==> config.mk <==
export PLATFORM = sky130hd
export DESIGN_NAME = div_clk_monitor
export DESIGN_NICKNAME = d
export VERILOG_FILES = /design/src/rtl/div_mon_pkg.sv /design/src/rtl/sync_2ff.sv /design/src/rtl/div_clk_monitor.sv
export SDC_FILE = /design/constraint.sdc
export NUM_CORES = 1
export LEC_CHECK = 0
export CAP_MARGIN = 30
export CORE_UTILIZATION = 55
export CTS_BUF_LIST = sky130_fd_sc_hd__clkbuf_4
export DETAILED_ROUTE_END_ITERATION = 6
export GPL_TIMING_DRIVEN = 0
export MAX_ROUTING_LAYER = met4
export PLACE_DENSITY_LB_ADDON = 0.08
export SLEW_MARGIN = 0
export SYNTH_ARGS = -nofsm -noshare
export SYNTH_HDL_FRONTEND = slang
export SYNTH_SLANG_ARGS = --single-unit
==> constraint.sdc <==
create_clock -name clk -period 4.6 [get_ports clk]
set_input_delay 0.69 -clock clk [delete_from_list [all_inputs] [get_ports clk]]
set_output_delay 0.69 -clock clk [all_outputs]
set_load 0.01 [all_outputs]
==> src/rtl/div_mon_pkg.sv <==
// Shared types and default constants for the divided-clock monitor.
package div_mon_pkg;

  typedef enum logic [1:0] {
    HUNT = 2'd0,
    ACQ  = 2'd1,
    LOCK = 2'd2
  } mon_state_e;

  localparam int DEF_CNT_W      = 8;
  localparam int DEF_LOCK_COUNT = 4;
  localparam int DEF_TIMEOUT    = 255;
  localparam int MATCH_W        = 4;

endpackage

==> src/rtl/sync_2ff.sv <==
// Single-bit two-flop synchroniser with synchronous reset to 0.
// Also used for FIFO pointer bits.
module sync_2ff (
  input  logic clk,
  input  logic rst,
  input  logic d,
  output logic q
);

  logic s1_q;
  logic s2_q;

  always_ff @(posedge clk) begin
    if (rst) begin
      s1_q <= 1'b0;
      s2_q <= 1'b0;
    end else begin
      s1_q <= d;
      s2_q <= s1_q;
    end
  end

  assign q = s2_q;

endmodule

==> src/rtl/div_clk_monitor.sv <==
// Synchronises a divided clock into clk, emits edge strobes, measures its period and tracks lock.
// Define DIVMON_FALL_EN to build the falling-edge strobe; otherwise fall_stb is tied to 0.
module div_clk_monitor
  import div_mon_pkg::*;
#(
  parameter int CNT_W      = DEF_CNT_W,
  parameter int LOCK_COUNT = DEF_LOCK_COUNT,
  parameter int TIMEOUT    = DEF_TIMEOUT
) (
  input  logic             clk,
  input  logic             rst,
  input  logic             div_in,
  output logic             rise_stb,
  output logic             fall_stb,
  output logic [CNT_W-1:0] period,
  output logic             period_vld,
  output logic             locked,
  output logic             lost
);

  localparam logic [CNT_W-1:0]   CNT_MAX   = '1;
  localparam logic [CNT_W-1:0]   TIMEOUT_V = CNT_W'(TIMEOUT);
  localparam logic [MATCH_W-1:0] LOCK_V    = MATCH_W'(LOCK_COUNT);

  logic               s2;
  logic               s3_q, s3_d;
  logic               rise;
  mon_state_e         state_q, state_d;
  logic [CNT_W-1:0]   cnt_q, cnt_d;
  logic [CNT_W-1:0]   ref_per_q, ref_per_d;
  logic [MATCH_W-1:0] match_q, match_d;
  logic               first_q, first_d;
  logic               rise_stb_q, rise_stb_d;
  logic [CNT_W-1:0]   period_q, period_d;
  logic               period_vld_q, period_vld_d;
  logic               locked_q, locked_d;
  logic               lost_q, lost_d;

  sync_2ff u_sync (
    .clk (clk),
    .rst (rst),
    .d   (div_in),
    .q   (s2)
  );

  // A rise on the timeout cycle takes priority, so the period-equals-TIMEOUT case still measures.
  always_comb begin
    rise         = s2 & ~s3_q;
    s3_d         = s2;
    rise_stb_d   = rise;
    state_d      = state_q;
    ref_per_d    = ref_per_q;
    match_d      = match_q;
    first_d      = first_q;
    period_d     = period_q;
    period_vld_d = 1'b0;
    lost_d       = 1'b0;
    if (rise)                  cnt_d = {{(CNT_W-1){1'b0}}, 1'b1};
    else if (cnt_q == CNT_MAX) cnt_d = cnt_q;
    else                       cnt_d = cnt_q + {{(CNT_W-1){1'b0}}, 1'b1};

    case (state_q)
      HUNT: begin
        if (rise) begin
          state_d = ACQ;
          first_d = 1'b1;
        end
      end
      ACQ: begin
        if (rise) begin
          period_d     = cnt_q;
          period_vld_d = 1'b1;
          if (first_q) begin
            ref_per_d = cnt_q;
            match_d   = '0;
            first_d   = 1'b0;
          end else if (cnt_q == ref_per_q) begin
            match_d = match_q + MATCH_W'(1);
            if (match_q + MATCH_W'(1) == LOCK_V) state_d = LOCK;
          end else begin
            ref_per_d = cnt_q;
            match_d   = '0;
          end
        end else if (cnt_q == TIMEOUT_V) begin
          state_d = HUNT;
          lost_d  = 1'b1;
        end
      end
      LOCK: begin
        if (rise) begin
          period_d     = cnt_q;
          period_vld_d = 1'b1;
          if (cnt_q != ref_per_q) begin
            ref_per_d = cnt_q;
            match_d   = '0;
            state_d   = ACQ;
          end
        end else if (cnt_q == TIMEOUT_V) begin
          state_d = HUNT;
          lost_d  = 1'b1;
        end
      end
      default: state_d = HUNT;
    endcase

    locked_d = (state_d == LOCK);
  end

  always_ff @(posedge clk) begin
    if (rst) begin
      state_q      <= HUNT;
      s3_q         <= 1'b0;
      cnt_q        <= '0;
      ref_per_q    <= '0;
      match_q      <= '0;
      first_q      <= 1'b0;
      rise_stb_q   <= 1'b0;
      period_q     <= '0;
      period_vld_q <= 1'b0;
      locked_q     <= 1'b0;
      lost_q       <= 1'b0;
    end else begin
      state_q      <= state_d;
      s3_q         <= s3_d;
      cnt_q        <= cnt_d;
      ref_per_q    <= ref_per_d;
      match_q      <= match_d;
      first_q      <= first_d;
      rise_stb_q   <= rise_stb_d;
      period_q     <= period_d;
      period_vld_q <= period_vld_d;
      locked_q     <= locked_d;
      lost_q       <= lost_d;
    end
  end

`ifdef DIVMON_FALL_EN
  logic fall_stb_q, fall_stb_d;

  always_comb begin
    fall_stb_d = ~s2 & s3_q;
  end

  always_ff @(posedge clk) begin
    if (rst) fall_stb_q <= 1'b0;
    else     fall_stb_q <= fall_stb_d;
  end

  assign fall_stb = fall_stb_q;
`else
  assign fall_stb = 1'b0;
`endif

  assign rise_stb   = rise_stb_q;
  assign period     = period_q;
  assign period_vld = period_vld_q;
  assign locked     = locked_q;
  assign lost       = lost_q;

endmodule

# After elaboration in Yosys (flattened, before gate mapping)
# Cells that the tools add are included.
[totals] latchBits=0 mem_count=0 reg_bits=38 rom_bits=0 wordCells=71 ram_bits=0
[op_classes] n_lt_le_gt_ge=0 reduce_logical=11 div_mod_pow=0 shifts=0 bitwise=3 n_eq_ne=13 multipliers=0 mux=28 add_sub_neg=2
[ops] op="two-way mux 8 bit" n=5
[ops] op="two-way mux 4 bit" n=5
[ops] op="two-way mux 2 bit" n=8
[ops] op="one-hot mux 8 bit (2 select lines)" n=1
[ops] op="!= test 2 bit (second input constant)" n=5
[ops] op="adder 8 x 1 -> 8 bit (second input constant)" n=1
[ops] op="equality test 8 bit" n=1
[ops] op="equality test 8 bit (second input constant)" n=1
[ops] op="!= test 8 bit" n=1
[ops] op="one-hot mux 4 bit (2 select lines)" n=1
[ops] op="two-way mux 1 bit" n=6
[ops] op="one-hot mux 2 bit (3 select lines)" n=1
[ops] op="OR reduction 2 bit" n=3
[ops] op="AND reduction 5 bit" n=1
[ops] op="adder 4 x 1 -> 4 bit (second input constant)" n=1
[ops] op="equality test 2 bit (second input constant)" n=2
[ops] op="equality test 4 x 3 -> 1 bit (second input constant)" n=1
[ops] op="AND reduction 4 bit" n=1
[ops] op="nonzero test 2 bit" n=2
[ops] op="!= test 3 bit (second input constant)" n=1
[ops] op="AND reduction 3 bit" n=1
[ops] op="OR reduction 3 bit" n=1
[ops] op="equality test 2 x 1 -> 1 bit (second input constant)" n=1
[ops] op="zero test 2 bit" n=1
[ops] op="other kinds (4)" n=5

# Logic depth before layout (Yosys ltp)
[depth] word_depth=8 ltp_mapped=7 ltp_nobuf=7

# Hierarchy
# A second synthesis with hierarchy kept.
[hier_totals] hier_cells=196 hier_area_um2=1806.7
[modules_own_cells] module="div_clk_monitor" n_inst=1 cells_each=192 area_per_inst_um2=1754.2 seq_area_each_um2=720.7
[modules_own_cells] module="sync_2ff" n_inst=1 cells_each=4 area_per_inst_um2=52.6 seq_area_each_um2=40.0

# Worst setup path before layout
# OpenSTA, ideal clock, no wires.
[synth_path] path_type="reg2reg" from="register cnt_q[0]" to="register state_q[0]" path_stages_with_launch=7 t_required_ns=4.485 t_arrival_ns=1.527 slack_ns=2.958 setup_time_ns=0.115 synth_period_minus_slack_ns=1.642 n_path_buf=0 path_cell_list="dfxtp_1 > ha_1 > nand3_1 > nor2_1 > a21oi_1 > o221a_1 > and2_1"
[synth_via] elab_chain_cells=5 word_cells_on_any_way=10 cone_classes="3 x eq/ne; 7 x mux"
[synth_lines] item="start, declared" line_no="div_clk_monitor.sv:29" text="logic [CNT_W-1:0] cnt_q, cnt_d;"
[synth_lines] item="start signal, assigned" line_no="div_clk_monitor.sv:125" text="cnt_q <= cnt_d;"
[synth_lines] item="equality test 8 bit" line_no="div_clk_monitor.sv:77" text="end else if (cnt_q == ref_per_q) begin"
[synth_lines] item="two-way mux 2 bit" line_no="div_clk_monitor.sv:77"
[synth_lines] item="two-way mux 2 bit" line_no="div_clk_monitor.sv:73" text="if (first_q) begin"
[synth_lines] item="two-way mux 2 bit" line_no="div_clk_monitor.sv:70" text="if (rise) begin"
[synth_lines] item="one-hot mux 2 bit (3 select lines) (*)" line_no="div_clk_monitor.sv:62" text="case (state_q)"
[synth_lines] item="end signal, assigned" line_no="div_clk_monitor.sv:123" text="state_q <= state_d;"
[synth_lines] item="end, declared" line_no="div_clk_monitor.sv:28" text="mon_state_e state_q, state_d;"
# Every way passes the cells marked *; elsewhere a longest branch is shown, timed or not.
# A chain may end at the register's enable or synchronous reset.

# Worst setup path in the final report
[layout_path] from="register cnt_q[1]" to="register state_q[0]"
# Same word-level chain as after synthesis.

==> summary.md <==
| Metric | Value |
|---|---|
| CTS Sinks | `38` |
| CTS tree | `built` |
| Post-synth EDFFs | `0` |
| Global placer's final weighted congestion | `0.823` |
| Crit path max fanout | `7` |
| Max-slew headroom | `a little over three fifths` |
| Worst Skew | `0.00522 ns` |
| Worst-path cell chain | `ha_1, nand3_1, nor2_1, a21oi_1, o221a_1, and2_1` |
| Final worst-path cycle share | `between 40% and 50%` |
| Largest net degree at the start of global routing | `13` |
| Metal3 WL | `145 µm` |
| Seq/Total Area, Yosys | `42.1%` |
| Setup Buffers After CTS | `0` |
| Minimum clock period after layout | `2.01 ns` |
| Nets | `228` |
| Slowest CP cell | `dfxtp_1` |
| I/O pin total | `16` |
| Max-Cap Viols | `0` |
| Fmax achieved | `497 MHz` |
| Fin area | `2080 µm²` |
| H-tree depth | `2` |
| RSZ-0062 raised after global routing | `no` |
| Iter 0 DRT Violations | `44` |
| Power Internal | `approximately 0.00047 W` |
| Slew Viols, Final | `0` |
| R2r worst-path depth | `6` |
| First-pass GRT wire length | `5750 µm` |
| Crit start category | `flop` |
| WL met2 | `1670 µm` |
| Total track usage | `22.9%` |
| Area Overhead vs Synth | `15.1%` |
| Vias in the first global route | `1408` |
| Global route overflow | `0` |
| Min-delay worst type | `flop to flop` |
| Crit. path cell count | `6` |
| Reg clk slew, reported paths | `0.11 ns` |
| Compound-Gate Fraction of Synth Area | `12.8%` |
| Most frequent cells in the layout | `38 x dfxtp_1, 28 x nor2_1, 14 x nand2_1, 14 x clkdlybuf4s50_1` |
| Synthesized-area fraction occupied by adder cells | `between 4 and 5%` |
| FP Rows | `20` |
| CP endpoint | `state_q[0]` |
| Required time worst endpoint | `approximately 4.9 ns` |
| Gate power share | `8.0%` |
| Switching Power | `0.000146 W` |
| Critical path capture point type | `flop` |
| Synth Instances | `197` |
| Simple-gate portion of the synthesized area | `22.2%` |
| Area after DPL | `2000 µm²` |
| Starting density of the core | `between 50 and 60%` |
| Mapped Area | `1810 µm²` |
| Status | `complete, no violations` |
| Setup TNS Final | `0 ns` |
| Synth Area in XOR/XNOR | `7.48%` |
| CP Class | `flop to flop` |
| PortBufs | `14` |
| Drt via density | `5.40` |
| Drc violations | `0` |
| Yosys warnings | `0` |
| Largest family of logic cells by synthesized area | `simple AND/OR/NAND/NOR gates` |
| 1st-pass router iterations | `4` |
| Hold WS | `between 0.4 and 0.5 ns` |
| Power Dens Cells | `294 nW/µm²` |
| Final WL | `3420 µm` |
| Main synth FF type | `dfxtp_1` |
| Root Driver | `clkbuf_4` |
| Critical path's largest stage delay | `0.50 ns` |
| Setup violators final | `0` |
| Overall Power | `0.000612 W` |
| Mux contribution to synthesized area | `5.61%` |
| Crit path DAT | `2.27 ns` |
| Max clock buf depth | `2` |
| Worst Setup SP | `cnt_q[1]` |
| Routed Antenna Nets | `0` |
| WL/cell | `between 10 and 15 µm` |
| Cts hold-fix bufs | `0` |
| CP delay by family, top | `simple AND/OR/NAND/NOR gates` |
| Final hold vios | `0` |
| DR top layer | `met4` |
| Clock Latency Late Sink | `0.35 ns` |
| LEAKAGE | `0.732 nW` |
| Layout cell share with drive strength beyond 1 | `11.0%` |
| Seq pwr share | `55.6%` |
| Die height | `59.3 µm` |
| Core Region | `between 3000 and 4000 µm²` |
| CTS Buf Count | `5` |
| Worst r2r src | `cnt_q[1]` |
| Commonest non-fill, non-tap cell in the layout | `dfxtp_1` |
| Sw Ratio | `23.8%` |
| Clock power share | `36.3%` |
| Die area | `3520 µm²` |
| WP buf/inv | `0` |
| Unique masters post-synth | `43` |
| Hpwl dp | `2510 µm` |
| VDD IR max | `0.000223 V` |
| Antenna cells | `0` |
| Initial antenna violation count | `0` |
| Post-cts resize count | `0` |
| Synthesized flop and latch total | `38` |
| Avg Inst Size Synth | `9.16 µm²` |
| Register-to-Register Setup Slack | `between 2 and 3 ns` |
| Reg2reg end | `state_q[0]` |
| Synthesized Nets | `207` |
| Post-synth ARST share | `0%` |
| Vias | `1421` |
| Die Width | `roughly 60 µm` |
| Metal1 wirelength | `1540 µm` |
| Worst Tran Pin Value | `between 0.5 and 0.6 ns` |
[area by class of cell]
cell class                 count  area, µm²
sequential                    38        761
inverter                       5       18.8
multi-input combinational    144        958
clock buffer                   5       37.5
buffer                        10       67.6
timing repair buffer          14        140
fill                         270       1000
clock inverter                 3       40.0
tap                           44       55.1
[kinds of logic (layout without fill, tap and decap cells)]
kind of cell,after synthesis,in the layout
and+or+nand+nor,80,80
DFF,38,38
AOI/OAI and AO/OA,34,34
buffers and inverters,15,37
xor gates and xnor gates,12,12
muxes,10,10
adders and majority gates,7,7
other,1,1
[state kept, by name, indices dropped and copies added (netlist names)]
signal / count
cnt_q: 8
period: 8
ref_per_q: 8
match_q: 4
state_q: 2
first_q: 1
locked: 1
lost: 1
period_vld: 1
rise_stb: 1
s3_q: 1
u_sync.q: 1
u_sync.s1_q: 1
[power groups by stage]
stage | clock network, W | registers (W) | logic, W
after detailed placement | 0 | 0.000347 | 0.0000488
after global placement | 0 | 0.000347 | 0.0000469
after CTS | 0.000230 | 0.000340 | 0.0000492
final | 0.000222 | 0.000340 | 0.0000492
after floorplan | 0 | 0.000346 | 0.0000377
after global routing | 0.000239 | 0.000341 | 0.0000543
[worst min-delay path, delay by kind of cell, from the launching register on]
kind,cells,cell delay [ns]
simple gates,1,0.05
compound gates,1,0.05
flops,1,0.32
[worst min-delay path by stage]
stage / from / endpoint / cells after the start
2_1_floorplan: u_sync.s1_q / u_sync.q / 1
3_5_place_dp: u_sync.s1_q / u_sync.q / 1
4_1_cts: s3_q / rise_stb / 1
6_report: period[5] / period[5] / 2
3_3_place_gp: u_sync.s1_q / u_sync.q / 1
5_1_grt: s3_q / rise_stb / 1
[cell usage after synthesis (3+ instances only)]
cell type  instances  area share [%]
inv_1              5             1.0
buf_6              3             1.9
nand2_1           14             2.9
ha_1               7             4.9
mux2i_1            9             5.0
o21ai_0            5             1.4
xnor2_1            6             2.9
nor2_1            28             5.8
xnor2_2            4             3.6
nand3_1           13             3.6
nand2b_1           3             1.0
nor2b_1            7             2.4
a21oi_1           13             3.6
clkbuf_1           5             1.0
dfxtp_1           38              42
[per-stage QoR]
stage                     setup slack (ns)  util, %  cells
after global placement                2.36     65.0    255
final                                 2.59     67.5    263
after global routing                  2.46     67.5    263
after CTS                             2.65     67.5    263
after detailed placement              2.34     65.0    255
after floorplan                       2.96        -    197
[routing by layer]
metal | up-vias | track usage, %
li1 | 717 | -
met1 | 677 | 24.6
met2 | 21 | 36.0
met3 | 6 | 8.08
met4 | 0 | 14.3
met5 | - | -
(Power assumes the default switching activity.)
